### config.mk
export PLATFORM = sky130hd
export DESIGN_NAME = seq_div16x8
export DESIGN_NICKNAME = d
export VERILOG_FILES = /design/src/rtl/seq_div16x8.sv
export SDC_FILE = /design/constraint.sdc
export NUM_CORES = 1
export LEC_CHECK = 0
export CORE_MARGIN = 4
export CORE_UTILIZATION = 58
export DETAILED_ROUTE_END_ITERATION = 10
export HOLD_SLACK_MARGIN = 0.12
export PLACE_DENSITY = 0.85
export SYNTH_ARGS = -nofsm -noshare
export SYNTH_HDL_FRONTEND = slang
export SYNTH_SLANG_ARGS = --single-unit
### constraint.sdc
create_clock -name clk -period 4.46 [get_ports clk]
set_input_delay 0.669 -clock clk [delete_from_list [all_inputs] [get_ports clk]]
set_output_delay 0.669 -clock clk [all_outputs]
set_load 0.01 [all_outputs]
### src/rtl/seq_div16x8.sv
// Sequential 2W/W restoring divider: one quotient bit per clock, then a single fix-up/result cycle.
// Build option SEQ_DIV_SIGNED_EN selects two's-complement operands; without it operands are unsigned.
module seq_div16x8 #(
    parameter int DIV_W = 8
) (
    input  logic               clk,
    input  logic               rst,
    input  logic               start,
    input  logic [2*DIV_W-1:0] dividend,
    input  logic [DIV_W-1:0]   divisor,
    output logic [DIV_W-1:0]   quotient,
    output logic [DIV_W-1:0]   remainder,
    output logic               busy,
    output logic               done,
    output logic               ovf,
    output logic               dbz
);
    localparam int DVD_W = 2 * DIV_W;
    localparam int CNT_W = $clog2(DVD_W + 1);
    localparam logic [CNT_W-1:0] LAST_ITER = CNT_W'(DVD_W - 1);

    typedef enum logic [1:0] {IDLE, CALC, FIX} state_t;

    state_t           state_q, state_d;
    logic [CNT_W-1:0] count_q, count_d;
    logic [DIV_W-1:0] rem_q, rem_d;
    logic [DVD_W-1:0] dvd_q, dvd_d;
    logic [DIV_W-1:0] dsr_q, dsr_d;
    logic             zero_q, zero_d;
    logic [DIV_W-1:0] quot_q, quot_d;
    logic [DIV_W-1:0] rmd_q, rmd_d;
    logic             busy_q, busy_d;
    logic             done_q, done_d;
    logic             ovf_q, ovf_d;
    logic             dbz_q, dbz_d;

    logic [DVD_W-1:0] in_dvd_mag;
    logic [DIV_W-1:0] in_dsr_mag;
    logic             in_zero;
    logic [DIV_W-1:0] fix_quot;
    logic [DIV_W-1:0] fix_rem;
    logic             fix_ovf;
    logic [DIV_W:0]   shifted;
    logic [DIV_W-1:0] trial;
    logic             fits;

    assign in_zero = (divisor == '0);

    // dvd_q doubles as the quotient register: dividend bits leave at the top, quotient bits enter at the bottom
    assign shifted = {rem_q, dvd_q[DVD_W-1]};
    assign fits    = (shifted >= {1'b0, dsr_q});
    assign trial   = shifted[DIV_W-1:0] - dsr_q;

`ifdef SEQ_DIV_SIGNED_EN
    localparam logic [DVD_W-1:0] POS_MAX = DVD_W'((1 << (DIV_W - 1)) - 1);
    localparam logic [DVD_W-1:0] NEG_MAX = DVD_W'(1 << (DIV_W - 1));
    localparam logic [DIV_W-1:0] SAT_POS = {1'b0, {(DIV_W - 1){1'b1}}};
    localparam logic [DIV_W-1:0] SAT_NEG = {1'b1, {(DIV_W - 1){1'b0}}};

    logic dvd_neg_q;
    logic dsr_neg_q;
    logic q_neg;

    assign in_dvd_mag = dividend[DVD_W-1] ? -dividend : dividend;
    assign in_dsr_mag = divisor[DIV_W-1] ? -divisor : divisor;
    assign q_neg      = dvd_neg_q ^ dsr_neg_q;

    always_ff @(posedge clk or posedge rst) begin
        if (rst) begin
            dvd_neg_q <= 1'b0;
            dsr_neg_q <= 1'b0;
        end else if (state_q == IDLE && start) begin
            dvd_neg_q <= dividend[DVD_W-1];
            dsr_neg_q <= divisor[DIV_W-1];
        end
    end

    always_comb begin
        fix_ovf  = 1'b0;
        fix_quot = dvd_q[DIV_W-1:0];
        fix_rem  = rem_q;
        if (zero_q) begin
            fix_quot = dvd_neg_q ? SAT_NEG : SAT_POS;
            fix_rem  = dvd_q[DIV_W-1:0];
        end else begin
            fix_ovf = q_neg ? (dvd_q > NEG_MAX) : (dvd_q > POS_MAX);
            if (fix_ovf) begin
                fix_quot = q_neg ? SAT_NEG : SAT_POS;
            end else if (q_neg) begin
                fix_quot = -dvd_q[DIV_W-1:0];
            end
            if (dvd_neg_q) begin
                fix_rem = -rem_q;
            end
        end
    end
`else
    localparam logic [DVD_W-1:0] UMAX = DVD_W'((1 << DIV_W) - 1);

    assign in_dvd_mag = dividend;
    assign in_dsr_mag = divisor;

    always_comb begin
        fix_ovf  = !zero_q && (dvd_q > UMAX);
        fix_quot = (zero_q || fix_ovf) ? {DIV_W{1'b1}} : dvd_q[DIV_W-1:0];
        fix_rem  = zero_q ? dvd_q[DIV_W-1:0] : rem_q;
    end
`endif

    always_comb begin
        state_d = state_q;
        count_d = count_q;
        rem_d   = rem_q;
        dvd_d   = dvd_q;
        dsr_d   = dsr_q;
        zero_d  = zero_q;
        quot_d  = quot_q;
        rmd_d   = rmd_q;
        busy_d  = busy_q;
        done_d  = 1'b0;
        ovf_d   = ovf_q;
        dbz_d   = dbz_q;
        case (state_q)
            IDLE: begin
                if (start) begin
                    state_d = in_zero ? FIX : CALC;
                    count_d = '0;
                    rem_d   = '0;
                    // divide-by-zero keeps the raw dividend: its low byte becomes the remainder
                    dvd_d   = in_zero ? dividend : in_dvd_mag;
                    dsr_d   = in_dsr_mag;
                    zero_d  = in_zero;
                    busy_d  = 1'b1;
                end
            end
            CALC: begin
                rem_d   = fits ? trial : shifted[DIV_W-1:0];
                dvd_d   = {dvd_q[DVD_W-2:0], fits};
                count_d = count_q + CNT_W'(1);
                if (count_q == LAST_ITER) begin
                    state_d = FIX;
                end
            end
            FIX: begin
                // arriving straight from IDLE (zero divisor) the count is 0: hold one cycle so latency is 2
                if (count_q == '0) begin
                    count_d = CNT_W'(1);
                end else begin
                    quot_d  = fix_quot;
                    rmd_d   = fix_rem;
                    ovf_d   = fix_ovf;
                    dbz_d   = zero_q;
                    done_d  = 1'b1;
                    busy_d  = 1'b0;
                    count_d = '0;
                    state_d = IDLE;
                end
            end
            default: state_d = IDLE;
        endcase
    end

    always_ff @(posedge clk or posedge rst) begin
        if (rst) begin
            state_q <= IDLE;
            count_q <= '0;
            rem_q   <= '0;
            dvd_q   <= '0;
            dsr_q   <= '0;
            zero_q  <= 1'b0;
            quot_q  <= '0;
            rmd_q   <= '0;
            busy_q  <= 1'b0;
            done_q  <= 1'b0;
            ovf_q   <= 1'b0;
            dbz_q   <= 1'b0;
        end else begin
            state_q <= state_d;
            count_q <= count_d;
            rem_q   <= rem_d;
            dvd_q   <= dvd_d;
            dsr_q   <= dsr_d;
            zero_q  <= zero_d;
            quot_q  <= quot_d;
            rmd_q   <= rmd_d;
            busy_q  <= busy_d;
            done_q  <= done_d;
            ovf_q   <= ovf_d;
            dbz_q   <= dbz_d;
        end
    end

    assign quotient  = quot_q;
    assign remainder = rmd_q;
    assign busy      = busy_q;
    assign done      = done_q;
    assign ovf       = ovf_q;
    assign dbz       = dbz_q;

endmodule
==> impl_metrics.csv <==
group,metric,value,unit
run_status,outcome,"finished, final reports clean",
clock_tree,cts_buffer_depth,2,
routing,first_pass_iters,5,
sta,final-setup-viol-count,0,
routing,drt_iter0_drc,250,
yosys,synthesis.area,3179,um2
sta,rsz0062_at_grt,"false",
yosys,synth_fp_nets,355,
setup_path,worstPathArrival,2.65,ns
sta,whs,0.4860,ns
clock_tree,hold_buffers,0,
routing,wl,7388,um
sta,fin_tns_setup,0,ns
setup_path,r2r-end,"rem_q[0]",
layout,fillers,365,
routing,routed-via-count,2548,
placement,numPortBuffers,46,
setup_path,r2r_slack,2.08,ns
yosys,synth-seq-cells,60,
clock_tree,h-tree-depth,3,
die,core_area,5205,um2
clock_tree,root_buffer,"clkbuf_8",
power,leakage,1.675,nW
min_path,hold_path.class,"flop to flop",
yosys,ys_types,47,
die,dieHeight,82.04,um
die,ios,47,
placement,dp_slack,2.119,ns
sta,maxSlewHeadroom,52.68,%
setup_path,critical_path_class,"flop to flop",
die,fp-row-count,26,
sta,finClkSkew,0.01222,ns
yosys,synth_edf_count,0,
sta,fin_ws,2.076,ns
yosys,yosysMostFrequentCell,"dfrtp_1",
setup_path,slowest_delay,0.54,ns
layout,drive_gt1_share,9.642,%
yosys,ys_top_cells_by_count,"dfrtp_1 (60), nand2_1 (46), mux2i_1 (28)",
yosys,syn_area_per_cell,10.16,um2
yosys,ys_top_cells_by_area,"dfrtp_1 (47%), mux2i_1 (8.8%), ha_1 (5.5%)",
setup_path,r2r_cells,6,
min_path,min_from,"remainder[3]",
yosys,synth-seq-area-share,47.23,%
sta,tightest_slew,0.7099,ns
global_routing,grt_usage,24.40,%
clock_tree,clock_latency,0.34,ns
clock_tree,cts-resized-gates,0,
routing,drt-wirelength-per-cell,17.06,um
power,p_per_area,733.4,nW/um2
global_routing,grt_max_degree,41,
clock_tree,cts_tree,"done",
setup_path,critPathLaunchType,"flop",
min_path,min_path_cells,2,
yosys,yosysWarnings,0,
setup_path,cp_top_family,"compound AO/OA/AOI/OAI gates",
layout,regArea,1501,um2
sta,max_clock_freq,0.4194,GHz
sta,min_period,2.384,ns
setup_path,crit_buf_inv,0,
placement,dp_hpwl,5186,um
die,die_area,6730,um2
sta,period_share,53.46,%
sta,final_max_slew_viol_count,0,
setup_path,cp.required,4.72,ns
layout,multi_input_area,1520,um2
min_path,whs_endpoint,"remainder[3]",
global_routing,grt_pass1_vias,2569,
yosys,synth_ff_type,"dfrtp_1",
setup_path,path_cells,"ha_1, a21oi_1, o221ai_2, a21oi_2, mux2_1, o21ai_1",
global_routing,overflow,0,
yosys,async_reset_ff_share,100.0,%
yosys,yosys.area.top_type,"dfrtp_1",
routing,drc,0,
placement,place.gp.congestion,0.8653,
routing,postRouteAntennaNets,0,
yosys,yosysTopAreaCellShare,47.23,%
clock_tree,clk_pin_slew_worst_paths,0.07,ns
clock_tree,numCtsBuffers,9,
sta,hold_viol_final,0,
die,floorplan.initialDensity,61.08,%
setup_path,r2r_start,"rem_q[5]",
routing,via_per_inst,5.885,
job,maxCapViolations,0,
setup_path,critPathMaxFanout,13,
layout,post-route-util,74.62,%
yosys,synthCells,313,
global_routing,grt_antenna_before_repair,0,
layout,fin_nets,400,
global_routing,grt_pass1_wl,12210,um
clock_tree,cts_setup_buffers,0,
clock_tree,cts.sinks,60,
setup_path,worstSetupEndpointType,"flop",
layout,syn2layout_area_growth,22.16,%
power,vdd_drop_max,0.6520,mV
setup_path,slowest_stage,"a21oi_2",
die,fp.dieW,82.04,um
layout,antenna_cells,0,
-- how the worst max path moves through the flow --
stage / startpoint / endpoint / slack, ns / cells past startpoint
after global routing: rem_q[5] / rem_q[1] / 1.91 / 6
after global placement: rem_q[5] / rem_q[0] / 2.21 / 6
final: rem_q[5] / rem_q[0] / 2.08 / 6
after detailed placement: rem_q[5] / rem_q[0] / 2.12 / 6
after CTS: rem_q[5] / rem_q[0] / 2.08 / 6
after floorplan: rst / busy / 2.31 / 1
-- sequential cells by signal, summed over array words and instances (netlist names) --
register   flops
busy           1
quotient       8
zero_q         1
count_q        5
ovf            1
remainder      8
dvd_q         16
dbz            1
state_q        2
rem_q          8
dsr_q          8
done           1
-- layout make-up --
class                   instances  area share (%)
clock buffers                  10           3.286
well taps                      70           2.255
flip-flops and latches         60           38.66
inverters                      20           1.933
repair buffers                 49           12.44
clock inverters                 6           2.287
multi-input cells             218           39.14
-- worst reg2reg max path: stages, from the launching register on --
cell      delay, ns
dfrtp_1        0.41
ha_1           0.40
a21oi_1        0.32
o221ai_2       0.13
a21oi_2        0.54
mux2_1         0.39
o21ai_1        0.13
-- through the flow --
step | cell area, um2 | std cells | power (mW)
finish | 3884 | 433 | 2.848
global route | 3884 | 433 | 3.051
CTS | 3884 | 433 | 2.837
detailed placement | 3667 | 417 | 2.285
global placement | 3667 | 417 | 2.207
floorplan | 3179 | 313 | 1.909
-- where the power goes --
part	internal, mW	total (mW)	switching (mW)
sequential	0.752	0.931	0.179
combinational	0.614	1.38	0.767
clock	0.314	0.536	0.222
total	1.68	2.85	1.17
-- kinds of logic (layout without fill, tap and decap cells) --
kind of cell / after synthesis / count (layout) / synth area share, %
AOI/OAI and AO/OA: 83 / 83 / 16.65
and+or+nand+nor: 80 / 80 / 11.92
DFF: 60 / 60 / 47.23
muxes: 39 / 39 / 12.71
buffers and inverters: 35 / 85 / 5.077
adders and majority gates: 15 / 15 / 6.139
xor gates and xnor gates: 1 / 1 / 0.2755
-- routing by layer --
| metal | global-route usage (%) | part of all wire, % |
|---|---|---|
| met1 | 31.88 | 42 |
| met3 | 4.934 | 6.1 |
| met4 | 12.96 | 3.3 |
| met5 | 0 | 0 |
| met2 | 38.21 | 48 |
-- layout by cell type (no fill, tap or decap), types with 3 or more instances in the layout --
master,count
o22a_1,8
ha_1,14
o21ai_0,16
and3_1,3
mux2_1,3
inv_1,18
a32oi_1,4
o21ai_1,21
buf_4,3
dfrtp_1,60
mux2i_1,27
nand2_1,46
nand3_1,5
mux2_2,8
a211oi_1,3
a21oi_1,13
nor2_1,10
clkbuf_8,9
o21a_1,3
clkdlybuf4s50_1,46
Note: power is estimated with default switching activity, not from simulation.
